### src/rtl/maximo_ventana_if.sv
// Sample stream in, windowed-maximum result out. The producer/consumer side
// takes master; the windowed-max block takes slave.
interface maximo_ventana_if #(
  parameter int W = 3,
  parameter int N = 8
);
  localparam int IW = $clog2(N);

  logic [W-1:0]  D;
  logic          D_valid;
  logic          D_ready;
  logic [W-1:0]  MAX;
  logic [IW-1:0] IDX;
  logic          F_valid;
  logic          F_ready;

  modport master (output D, D_valid, F_ready, input D_ready, MAX, IDX, F_valid);
  modport slave  (input D, D_valid, F_ready, output D_ready, MAX, IDX, F_valid);
endinterface

### src/rtl/maximo_ventana.sv
// Windowed maximum over N accepted samples. The earliest maximum wins because
// the compare is strict; the result is held until the consumer takes it.
module maximo_ventana #(
  parameter int W = 3,
  parameter int N = 8
) (
  input  logic             clk,
  input  logic             rst_n,
  maximo_ventana_if.slave  bus
);
  localparam int IW = $clog2(N);
  localparam logic [IW-1:0] LAST = IW'(N - 1);

  typedef enum logic {CAPTURA, RESULTADO} estado_t;

  estado_t       estado_q, estado_d;
  logic [IW-1:0] cnt_q, cnt_d;
  logic [W-1:0]  max_q, max_d;
  logic [IW-1:0] idx_q, idx_d;
  logic          f_valid_q, f_valid_d;
  logic          d_ready;
  logic          accept;

  // Ready is decoded from state alone so D_valid never reaches an output.
  assign d_ready = (estado_q == CAPTURA);
  assign accept  = bus.D_valid && d_ready;

  always_comb begin
    estado_d  = estado_q;
    cnt_d     = cnt_q;
    max_d     = max_q;
    idx_d     = idx_q;
    f_valid_d = f_valid_q;
    case (estado_q)
      CAPTURA: begin
        if (accept) begin
          if (cnt_q == '0) begin
            max_d = bus.D;
            idx_d = '0;
          end else if (bus.D > max_q) begin
            max_d = bus.D;
            idx_d = cnt_q;
          end
          if (cnt_q == LAST) begin
            cnt_d     = '0;
            estado_d  = RESULTADO;
            f_valid_d = 1'b1;
          end else begin
            cnt_d = cnt_q + 1'b1;
          end
        end
      end
      RESULTADO: begin
        if (bus.F_ready) begin
          estado_d  = CAPTURA;
          f_valid_d = 1'b0;
        end
      end
      default: begin
        estado_d  = CAPTURA;
        f_valid_d = 1'b0;
      end
    endcase
  end

  always_ff @(posedge clk or negedge rst_n) begin
    if (!rst_n) begin
      estado_q  <= CAPTURA;
      cnt_q     <= '0;
      max_q     <= '0;
      idx_q     <= '0;
      f_valid_q <= 1'b0;
    end else begin
      estado_q  <= estado_d;
      cnt_q     <= cnt_d;
      max_q     <= max_d;
      idx_q     <= idx_d;
      f_valid_q <= f_valid_d;
    end
  end

  assign bus.D_ready = d_ready;
  assign bus.MAX     = max_q;
  assign bus.IDX     = idx_q;
  assign bus.F_valid = f_valid_q;
endmodule

### src/flat_wrapper.sv
// flat-port wrapper written by rule: the top's interface ports become plain ports
module maximo_ventana_flat 
#(
  parameter int W = 3,
  parameter int N = 8
)
  (clk, rst_n, bus_D, bus_D_valid, bus_F_ready, bus_D_ready, bus_MAX, bus_IDX, bus_F_valid);
  maximo_ventana_if #(.W(W), .N(N)) bus_i ();
  input  logic clk;
  input  logic rst_n;
  input wire logic [$bits(bus_i.D)-1:0] bus_D;
  input wire logic [$bits(bus_i.D_valid)-1:0] bus_D_valid;
  input wire logic [$bits(bus_i.F_ready)-1:0] bus_F_ready;
  output wire logic [$bits(bus_i.D_ready)-1:0] bus_D_ready;
  output wire logic [$bits(bus_i.MAX)-1:0] bus_MAX;
  output wire logic [$bits(bus_i.IDX)-1:0] bus_IDX;
  output wire logic [$bits(bus_i.F_valid)-1:0] bus_F_valid;
  assign bus_i.D = bus_D;
  assign bus_i.D_valid = bus_D_valid;
  assign bus_i.F_ready = bus_F_ready;
  assign bus_D_ready = bus_i.D_ready;
  assign bus_MAX = bus_i.MAX;
  assign bus_IDX = bus_i.IDX;
  assign bus_F_valid = bus_i.F_valid;
  maximo_ventana #(.W(W), .N(N)) u_core (.clk(clk), .rst_n(rst_n), .bus(bus_i));
endmodule
### config.mk
export PLATFORM = sky130hd
export DESIGN_NAME = maximo_ventana_flat
export DESIGN_NICKNAME = d
export VERILOG_FILES = /design/src/rtl/maximo_ventana_if.sv /design/src/rtl/maximo_ventana.sv /design/src/flat_wrapper.sv
export SDC_FILE = /design/constraint.sdc
export NUM_CORES = 1
export LEC_CHECK = 0
export CORE_MARGIN = 1.5
export CORE_UTILIZATION = 40
export DETAILED_ROUTE_END_ITERATION = 6
export HOLD_SLACK_MARGIN = 0.12
export PLACE_DENSITY = 0.71
export SLEW_MARGIN = 15
export SYNTH_ARGS = -nofsm -noshare
export SYNTH_HDL_FRONTEND = slang
export SYNTH_SLANG_ARGS = --single-unit
### constraint.sdc
create_clock -name clk -period 2.3 [get_ports clk]
set_clock_uncertainty 0.2 [all_clocks]
set_input_delay 0.575 -clock clk [delete_from_list [all_inputs] [get_ports clk]]
set_output_delay 0.575 -clock clk [all_outputs]
set_load 0.01 [all_outputs]
## Yosys cells after proc, flatten, opt, wreduce, memory -nomap -nowiden

Index checks and enable logic that the tools add are counted.

- Bits in registers: 11
- Bits of input ports: 7
- Output and inout port bits: 8
- Logic and storage cells: 31

- Add/subtract/negate cells: 1
- Magnitude comparators: 1
- Equality and inequality tests: 4
- Multiplexer cells: 13
- Bitwise logic cells: 1
- Reductions and logical operators: 6

Operators by type and width:

| cell | count |
|---|---|
| 2-to-1 mux 3 bit | 5 |
| 2-to-1 mux 1 bit | 6 |
| inequality test 2 bit (second input constant) | 3 |
| AND reduction 3 bit | 2 |
| one-hot mux 1 bit (2 select lines) | 2 |
| adder 3 x 1 -> 3 bit (second input constant) | 1 |
| equality test 3 bit (second input constant) | 1 |
| greater-than comparator 3 bit | 1 |
| zero test 3 bit | 1 |
| AND reduction 2 bit | 1 |
| nonzero test 2 bit | 1 |
| logical AND 1 bit | 1 |
| NOT 1 bit | 1 |

## Longest topological paths before layout

Gate-level depths: netlist (run 1).

- Depth in word-level cells: 4
- Depth in mapped cells: 6

## Worst setup path after synthesis (run 1)

No wires, ideal clock.

- Kind: input to register
- Start: input bus_D[2]
- End: register u_core.max_q[0], in the netlist u_core.bus.MAX[0]
- Data arrival time: 1,663 ps
- Required time: 1,975 ps
- Path slack: 312 ps
- Cell stages on the path: 5
- Cells stage by stage: ha_1 > a21oi_2 > a21oi_4 > o21ai_4 > mux2_4

- Cells in the longest elaborated chain, start to end: 3

Ends and longest elaborated chain:

| element | line | source |
|---|---|---|
| from (decl) | flat_wrapper.sv:11 | `input wire logic [$bits(bus_i.D)-1:0] bus_D;` |
| greater-than comparator 3 bit | maximo_ventana.sv:40 | `end else if (bus.D > max_q) begin` |
| nonzero test 2 bit (no source line) | - |  |
| AND reduction 3 bit (no source line) | - |  |
| to (signal assigned) | maximo_ventana.sv:76 | `max_q <= max_d;` |
| to (decl) | maximo_ventana.sv:18 | `logic [W-1:0] max_q, max_d;` |

No other way between the ends.
A chain may end at the register's enable or synchronous reset.

## Final worst setup path (run 1)

Ends and elaborated chain as after synthesis.

==> impl_metrics.py, run 1 <==
metrics = {
    "cts": {
        "root_buffer": "clkbuf_4",
        "clk_transition_reported_paths_ns": 0.07,
        "numClockSinks": 11,
        "cts_tree": "built",
        "htree_levels": 1,
        "cts_buffer_depth": 2,
        "clk_latency_ns": 0.26,
        "numCtsBuffers": 3,
        "cts_setup_buffers": 0,
    },
    "setup_path": {
        "reg2reg_from": "u_core.bus.MAX[2]$_DFFE_PN0P_",
        "cp_slowest_stage_delay_ns": 0.43,
        "crit_type": "primary input to flip-flop",
        "crit_arrival_ns": 2.18,
        "end_kind": "flip-flop",
        "worstPathMaxFanout": 4,
        "rr_worst_depth": 6,
        "critPathTopFamily": "compound AO/OA/AOI/OAI gates",
        "path_cells": "clkdlybuf4s50_1 -> ha_1 -> a21oi_2 -> a21oi_4 -> o21ai_4 -> mux2_4",
        "critPathLaunchType": "primary input",
        "cp_slowest_cell": "clkdlybuf4s50_1",
        "required_ns": 2.25,
        "r2r_setup_slack_ns": 0.40,
        "timing.rr.end": "u_core.bus.MAX[0]$_DFFE_PN0P_",
        "path_buf_inv": 1,
    },
    "routing": {
        "via_per_inst": 5.136,
        "drt_first_iter_violations": 3,
        "top_layer_used": "met4",
        "vias": 452,
        "met3_wirelength_um": 52,
        "wirelength_met1_um": 533,
        "wirelength_mm": 1.181,
        "dr.pass1.iters": 2,
        "wl_per_cell_um": 13.42,
        "wl_met2_um": 586,
        "drc_errors": 0,
        "final_antenna_net_count": 0,
    },
    "sta": {
        "rsz0062_at_grt": "no",
        "hold_viol_final": 0,
        "period_share": 0.9673,
        "tightestPinTransition_ns": 0.5017,
        "finalSetupTns_ns": 0,
        "timing.final.crit_period_ns": 2.225,
        "clock.fmax_ghz": 0.4495,
        "slew-limit-headroom": 0.6645,
        "holdWs_ns": 0.2859,
        "slew_viol_final": 0,
        "setup_violations": 0,
    },
    "logic_synthesis": {
        "ys_seq_area_frac": 0.4499,
        "ys_types": 21,
        "synth_compound_area_frac": 0.1697,
        "synth_top_family_by_area": "compound AO/OA/AOI/OAI gates",
        "synth_area_um2": 611.8,
        "synth_adder_area_share": 0.1227,
        "synth.area.mux_share": 0.07362,
        "synth.avg_cell_area_um2": 11.54,
        "synth_cells": 53,
        "synth_seq_cells": 11,
        "synth_nets": 66,
        "synthSimpleGateAreaFrac": 0.1350,
        "yosysWarnings": 0,
        "synth_xor_area_frac": 0,
    },
    "floorplanning": {
        "die_w_um": 42.11,
        "die_area_um2": 1773,
        "num_rows": 13,
        "core_area_um2": 1366,
        "initial_core_util": 0.4478,
        "ios": 15,
        "die_h_um": 42.11,
    },
    "placed_design": {
        "gp_congestion": 0.7727,
        "hpwl_um": 933.4,
        "port_buffers": 14,
        "placed_area_um2": 785.8,
    },
    "run_status": {
        "outcome": "finished, final reports clean",
    },
    "final_layout": {
        "antennaDiodeCount": 0,
        "fillers": 126,
        "drive_gt1_frac": 0.1918,
        "fin_area_um2": 812.0,
        "fin_nets": 87,
        "area_growth_syn_to_layout_pct": 32.72,
        "fin_util": 0.5943,
    },
    "worst_hold_path": {
        "min_path_cells": 1,
        "hold_end": "u_core.bus.F_valid$_DFFE_PN0P_",
        "hp-start": "u_core.estado_q$_DFF_PN0_",
        "hp-class": "flip-flop to flip-flop",
    },
    "global_routing": {
        "first_global_vias": 499,
        "antenna_found_initial": 0,
        "grt_pass1_wl_mm": 2.118,
        "grt_max_degree": 12,
        "grt_usage": 0.1605,
        "globalRouteOverflowTotal": 0,
    },
    "pwr": {
        "totalPowerFinal_w": 0.001058,
        "p_per_area_nw_per_um2": 1302,
        "ir_drop_uv": 611.3,
        "power_leakage_nw": 0.3906,
    },
    "job": {
        "max_cap_violations": 0,
    },
}
## state kept, by name, summed over array words and instances (netlist names)
name                count
u_core.bus.MAX          3
u_core.bus.IDX          3
u_core.cnt_q            3
u_core.estado_q         1
u_core.bus.F_valid      1
## metal layers
metal / GRT usage / vias up
met2: 0.2719 / 12
met4: 0.07500 / 0
met3: 0.02586 / 2
met5: 0 / -
li1: - / 224
met1: 0.1984 / 214
## repair_timing
action	CTS	global route
endpoints found under the setup margin	0	3
hold endpoints to repair	0	0
gates resized for setup	0	0
hold buffers	0	0
## Yosys cell counts
cell | number | share of area
o2bb2ai_1 | 1 | 0.014
o21ai_1 | 1 | 0.0082
ha_1 | 6 | 0.12
a22o_1 | 2 | 0.029
or3_1 | 1 | 0.010
and3_4 | 1 | 0.018
nand2_1 | 4 | 0.025
a21oi_2 | 1 | 0.014
nor3b_2 | 1 | 0.020
nand3b_1 | 2 | 0.025
and2b_1 | 1 | 0.012
nand3_1 | 1 | 0.0082
o21ai_4 | 1 | 0.027
inv_1 | 8 | 0.049
a21oi_1 | 2 | 0.016
mux2_4 | 3 | 0.074
o21ai_0 | 3 | 0.025
dfrtp_1 | 11 | 0.45
a21oi_4 | 1 | 0.027
o22ai_1 | 1 | 0.010
and2b_4 | 1 | 0.016
## cell type report
type                    instances  area [µm²]  share of cell area
multi-input cells              34       306.5              0.3775
flip-flops and latches         11       275.3              0.3390
repair buffers                 16       155.1              0.1911
inverters                       8       30.03             0.03698
clock buffers                   4       26.28             0.03236
well taps                      15       18.77             0.02311
## power breakdown
part | switching, W | internal [W]
sequential | 0.0000674 | 0.000278
combinational | 0.000249 | 0.000334
clock | 0.0000622 | 0.0000670
## metrics by stage
step,worst slack (ns),instances
2_1_floorplan,0.3123,53
3_3_place_gp,-0.1553,84
3_5_place_dp,-0.2176,84
4_1_cts,0.05532,88
5_1_grt,0.0006568,88
6_report,0.07513,88
## worst max path at each step
stage,to,from,cells past startpoint
CTS,u_core.bus.MAX[0]$_DFFE_PN0P_,bus_D[2],6
global route,u_core.bus.MAX[1]$_DFFE_PN0P_,bus_D[2],6
floorplan,u_core.bus.MAX[0]$_DFFE_PN0P_,bus_D[2],5
global placement,u_core.bus.MAX[2]$_DFFE_PN0P_,bus_D[2],6
finish,u_core.bus.MAX[0]$_DFFE_PN0P_,bus_D[2],6
detailed placement,u_core.bus.MAX[0]$_DFFE_PN0P_,bus_D[2],6
## layout by cell type, fill, tap and decap left out
cell type,n
a21oi_2,1
or3_1,1
and2b_1,1
clkdlybuf4s50_1,14
o2bb2ai_1,1
o21ai_0,3
inv_1,8
nand3b_1,2
and3_4,1
a21oi_1,2
o21ai_1,1
dfrtp_1,11
mux2_4,3
nand2_1,4
o22ai_1,1
nand3_1,1
nor3b_2,1
a22o_1,2
and2b_4,1
ha_1,6
buf_4,2
clkbuf_4,3
o21ai_4,1
a21oi_4,1
clkbuf_1,1
## logic make-up after synthesis
| kind of cell | Yosys count |
|---|---|
| compound gates | 13 |
| fa+ha+maj | 6 |
| buf+inv | 8 |
| flops | 11 |
| mux | 3 |
| simple gates | 12 |
No activity file was read; power rests on OpenSTA's default activity.
==> inputs of run 2 (changes only) <==
clock period = 2.8 ns   (was 2.3 ns; I/O delays follow)
==> impl_metrics.py, run 2 (synthesis results as in run 1) <==
metrics = {
    "global_routing": {
        "grt_max_degree": 12,
        "antenna_found_initial": 0,
        "grt_usage": 0.1467,
        "grt_pass1_wl_mm": 1.897,
        "first_global_vias": 415,
        "globalRouteOverflowTotal": 0,
    },
    "job": {
        "max_cap_violations": 0,
    },
    "worst_hold_path": {
        "hold_end": "u_core.bus.F_valid$_DFFE_PN0P_",
        "hp-start": "u_core.estado_q$_DFF_PN0_",
        "hp-class": "flip-flop to flip-flop",
        "min_path_cells": 1,
    },
    "final_layout": {
        "area_growth_syn_to_layout_pct": 30.27,
        "drive_gt1_frac": 0.1690,
        "layout_common_cells": "14 x clkdlybuf4s50_1, 11 x dfrtp_1, 8 x inv_1",
        "fin_nets": 85,
        "mostFrequentLayoutCell": "clkdlybuf4s50_1",
        "fin_util": 0.5833,
        "fin_area_um2": 797.0,
        "antennaDiodeCount": 0,
    },
    "pwr": {
        "ir_drop_uv": 456.3,
        "p_per_area_nw_per_um2": 1047,
        "totalPowerFinal_w": 0.0008343,
        "power_leakage_nw": 0.3811,
    },
    "routing": {
        "wl_per_cell_um": 12.95,
        "wirelength_mm": 1.114,
        "drt_first_iter_violations": 6,
        "drc_errors": 0,
        "final_antenna_net_count": 0,
        "dr.pass1.iters": 4,
        "via_per_inst": 5.174,
        "vias": 445,
    },
    "setup_path": {
        "rr_worst_depth": 6,
        "crit_arrival_ns": 2.32,
        "required_ns": 2.75,
        "critPathLaunchType": "primary input",
        "path_cells": "clkdlybuf4s50_1 -> ha_1 -> a21oi_2 -> a21oi_4 -> o21ai_4 -> mux2_4",
        "reg2reg_from": "u_core.bus.MAX[2]$_DFFE_PN0P_",
        "critPathTopFamily": "compound AO/OA/AOI/OAI gates",
        "path_buf_inv": 1,
        "cp_slowest_cell": "clkdlybuf4s50_1",
        "crit_type": "primary input to flip-flop",
        "worstPathMaxFanout": 5,
        "end_kind": "flip-flop",
        "r2r_setup_slack_ns": 0.88,
        "cp_slowest_stage_delay_ns": 0.43,
        "timing.rr.end": "u_core.bus.MAX[2]$_DFFE_PN0P_",
    },
    "cts": {
        "cts_tree": "built",
        "root_buffer": "clkbuf_4",
        "cts_resized": 0,
        "htree_levels": 1,
        "cts_buffer_depth": 2,
        "numClockSinks": 11,
        "numCtsBuffers": 3,
        "clk_transition_reported_paths_ns": 0.07,
        "cts_setup_buffers": 0,
        "clk_latency_ns": 0.26,
        "hold_buffers": 0,
    },
    "floorplanning": {
        "die_h_um": 42.11,
        "die_w_um": 42.11,
        "die_area_um2": 1773,
        "num_rows": 13,
        "ios": 15,
        "initial_core_util": 0.4478,
        "core_area_um2": 1366,
    },
    "sta": {
        "timing.final.crit_period_ns": 2.372,
        "setup_violations": 0,
        "clock.fmax_ghz": 0.4216,
        "hold_viol_final": 0,
        "finalSetupTns_ns": 0,
        "tightestPinTransition_ns": 0.4953,
        "slew-limit-headroom": 0.6688,
        "rsz0062_at_grt": "no",
        "period_share": 0.8471,
        "slew_viol_final": 0,
    },
    "placed_design": {
        "placed_area_um2": 770.7,
        "gp_congestion": 0.7255,
        "port_buffers": 14,
        "hpwl_um": 888.8,
    },
    "run_status": {
        "outcome": "finished, final reports clean",
    },
}
[run 2: changes by cell type in the layout (fill, tap and decap cells not counted)]
| cell | previous run | this run |
|---|---|---|
| buf_4 | 2 | 0 |
[run 2: through the flow]
step | setup slack (ns) | instances | hold WS, ns
6_report | 0.4282 | 86 | 0.2955
5_1_grt | 0.3951 | 86 | 0.3209
4_1_cts | 0.4261 | 86 | 0.3026
3_5_place_dp | 0.1471 | 82 | 0.2955
3_3_place_gp | 0.1853 | 82 | 0.2753
2_1_floorplan | 0.6873 | 53 | 0.2044
[run 2: worst max-delay path by stage]
stage             start                             to  slack (ns)  cells after the start
2_1_floorplan  bus_D[2]  u_core.bus.MAX[0]$_DFFE_PN0P_        0.69                      5
5_1_grt        bus_D[2]  u_core.bus.MAX[2]$_DFFE_PN0P_        0.40                      6
6_report       bus_D[2]  u_core.bus.MAX[2]$_DFFE_PN0P_        0.43                      6
3_3_place_gp   bus_D[0]  u_core.bus.MAX[2]$_DFFE_PN0P_        0.19                      7
4_1_cts        bus_D[2]  u_core.bus.MAX[2]$_DFFE_PN0P_        0.43                      6
3_5_place_dp   bus_D[2]  u_core.bus.MAX[2]$_DFFE_PN0P_        0.15                      6
[run 2: area by class of cell]
| class | count | area [µm²] |
|---|---|---|
| inverters | 8 | 30.03 |
| well taps | 15 | 18.77 |
| flip-flops and latches | 11 | 275.3 |
| multi-input cells | 34 | 306.5 |
| repair buffers | 14 | 140.1 |
| clock buffers | 4 | 26.28 |
| fillers | 128 | 569.3 |
[run 2: layer usage]
metal / global-route usage / up-vias / routed length (µm)
met5: 0 / - / 0
met3: 0.02586 / 0 / 70
met1: 0.1843 / 209 / 473
li1: - / 222 / -
met4: 0.07500 / 0 / 0
met2: 0.2406 / 14 / 570
[run 2: power by group]
part	internal [W]	total, W	switching (W)
logic	0.000251	0.000444	0.000193
clock network	0.0000551	0.000105	0.0000503
registers	0.000228	0.000285	0.0000562
==> inputs of run 3 (changes only) <==
clock period = 2.2 ns   (was 2.8 ns; I/O delays follow)
==> impl_metrics.py, run 3 (synthesis results as in run 1) <==
metrics = {
    "final_layout": {
        "fin_area_um2": 837.1,
        "layout_common_cells": "12 x clkdlybuf4s50_1, 11 x dfrtp_1, 8 x inv_1",
        "area_growth_syn_to_layout_pct": 36.81,
        "mostFrequentLayoutCell": "clkdlybuf4s50_1",
        "drive_gt1_frac": 0.2055,
        "antennaDiodeCount": 0,
        "fin_nets": 87,
    },
    "routing": {
        "dr.pass1.iters": 2,
        "vias": 457,
        "drc_errors": 0,
        "drt_first_iter_violations": 3,
        "wirelength_mm": 1.159,
        "final_antenna_net_count": 0,
        "wl_per_cell_um": 13.17,
        "via_per_inst": 5.193,
    },
    "setup_path": {
        "timing.rr.end": "u_core.bus.MAX[0]$_DFFE_PN0P_",
        "end_kind": "flip-flop",
        "required_ns": 2.15,
        "reg2reg_from": "u_core.bus.MAX[2]$_DFFE_PN0P_",
        "crit_type": "primary input to flip-flop",
        "worstPathMaxFanout": 4,
        "critPathLaunchType": "primary input",
        "rr_worst_depth": 6,
        "r2r_setup_slack_ns": 0.38,
        "crit_arrival_ns": 2.05,
        "cp-startpoint": "bus_D[1]",
    },
    "pwr": {
        "power_leakage_nw": 0.4106,
        "p_per_area_nw_per_um2": 1360,
        "ir_drop_uv": 641.5,
    },
    "job": {
        "max_cap_violations": 0,
    },
    "global_routing": {
        "grt_usage": 0.1623,
        "grt_pass1_wl_mm": 2.145,
        "grt_max_degree": 12,
        "globalRouteOverflowTotal": 0,
        "antenna_found_initial": 0,
        "first_global_vias": 497,
    },
    "floorplanning": {
        "core_area_um2": 1366,
        "die_w_um": 42.11,
        "num_rows": 13,
        "die_area_um2": 1773,
        "initial_core_util": 0.4478,
        "die_h_um": 42.11,
        "ios": 15,
    },
    "placed_design": {
        "hpwl_um": 933.4,
        "placed_area_um2": 785.8,
        "port_buffers": 14,
        "gp_congestion": 0.7727,
    },
    "sta": {
        "clock.fmax_ghz": 0.4760,
        "tightestPinTransition_ns": 0.5000,
        "slew-limit-headroom": 0.6656,
        "period_share": 0.9549,
        "finalSetupTns_ns": 0,
        "setup_violations": 0,
        "hold_viol_final": 0,
        "timing.final.crit_period_ns": 2.101,
        "rsz0062_at_grt": "no",
        "slew_viol_final": 0,
    },
    "worst_hold_path": {
        "hp-start": "u_core.estado_q$_DFF_PN0_",
        "hp-class": "flip-flop to flip-flop",
        "hold_end": "u_core.bus.F_valid$_DFFE_PN0P_",
        "min_path_cells": 1,
    },
    "cts": {
        "numCtsBuffers": 3,
        "cts_tree": "built",
        "clk_transition_reported_paths_ns": 0.07,
        "clk_latency_ns": 0.26,
        "hold_buffers": 0,
        "htree_levels": 1,
        "numClockSinks": 11,
        "cts_buffer_depth": 2,
        "root_buffer": "clkbuf_4",
    },
    "run_status": {
        "outcome": "finished, final reports clean",
    },
}
-- run 3: worst max path at each step --
stage | end | slack [ns]
finish | u_core.bus.MAX[0]$_DFFE_PN0P_ | 0.1
global route | u_core.bus.MAX[1]$_DFFE_PN0P_ | 0.05
CTS | u_core.bus.MAX[0]$_DFFE_PN0P_ | 0.03
detailed placement | u_core.bus.MAX[0]$_DFFE_PN0P_ | -0.29
global placement | u_core.bus.MAX[2]$_DFFE_PN0P_ | -0.23
floorplan | u_core.bus.MAX[0]$_DFFE_PN0P_ | 0.24
-- run 3: routing by layer --
layer,part of all wire,global-route usage,vias to the layer above
met1,0.45,0.2038,215
met4,0.016,0.07500,0
met5,0,0,-
met3,0.053,0.02586,4
met2,0.48,0.2719,14
li1,-,-,224
-- run 3: worst max-delay path, stage by stage --
cell	delay [ns]
clkdlybuf4s50_1	0.42
ha_1	0.30
and3_4	0.19
a21oi_4	0.04
o21ai_4	0.23
mux2_4	0.32
-- run 3: what timing repair did --
action | 4_1_cts | 5_1_grt
setup endpoints to repair | 3 | 3
resized for setup | 1 | 3
pin swaps | 2 | 1
setup buffers | 0 | 0
-- run 3: final cells by class --
cell class | instances | area [µm²]
Multi-Input combinational cell | 34 | 326.6
Inverter | 8 | 30.03
Timing Repair Buffer | 16 | 160.2
Tap cell | 15 | 18.77
Sequential cell | 11 | 275.3
Clock buffer | 4 | 26.28
Fill cell | 125 | 529.3
-- run 3: power breakdown --
part | total, W | internal, W | leakage, nW | switching [W]
registers | 0.000360 | 0.000290 | 0.134 | 0.0000699
clock network | 0.000137 | 0.0000702 | 0.0150 | 0.0000665
logic | 0.000641 | 0.000370 | 0.262 | 0.000271
total | 0.00114 | 0.000731 | 0.411 | 0.000407
-- run 3: through the flow --
step / utilization / setup WS, ns / cells / hold slack, ns / power, W
finish: 0.6126 / 0.09927 / 88 / 0.2859 / 0.001138
global placement: 0.5751 / -0.2303 / 84 / 0.2746 / 0.0009571
detailed placement: 0.5751 / -0.2926 / 84 / 0.2835 / 0.0009833
CTS: 0.6035 / 0.02934 / 88 / 0.2858 / 0.001143
global route: 0.6126 / 0.05221 / 88 / 0.3062 / 0.001228
floorplan: - / 0.2373 / 53 / 0.05441 / 0.0007346
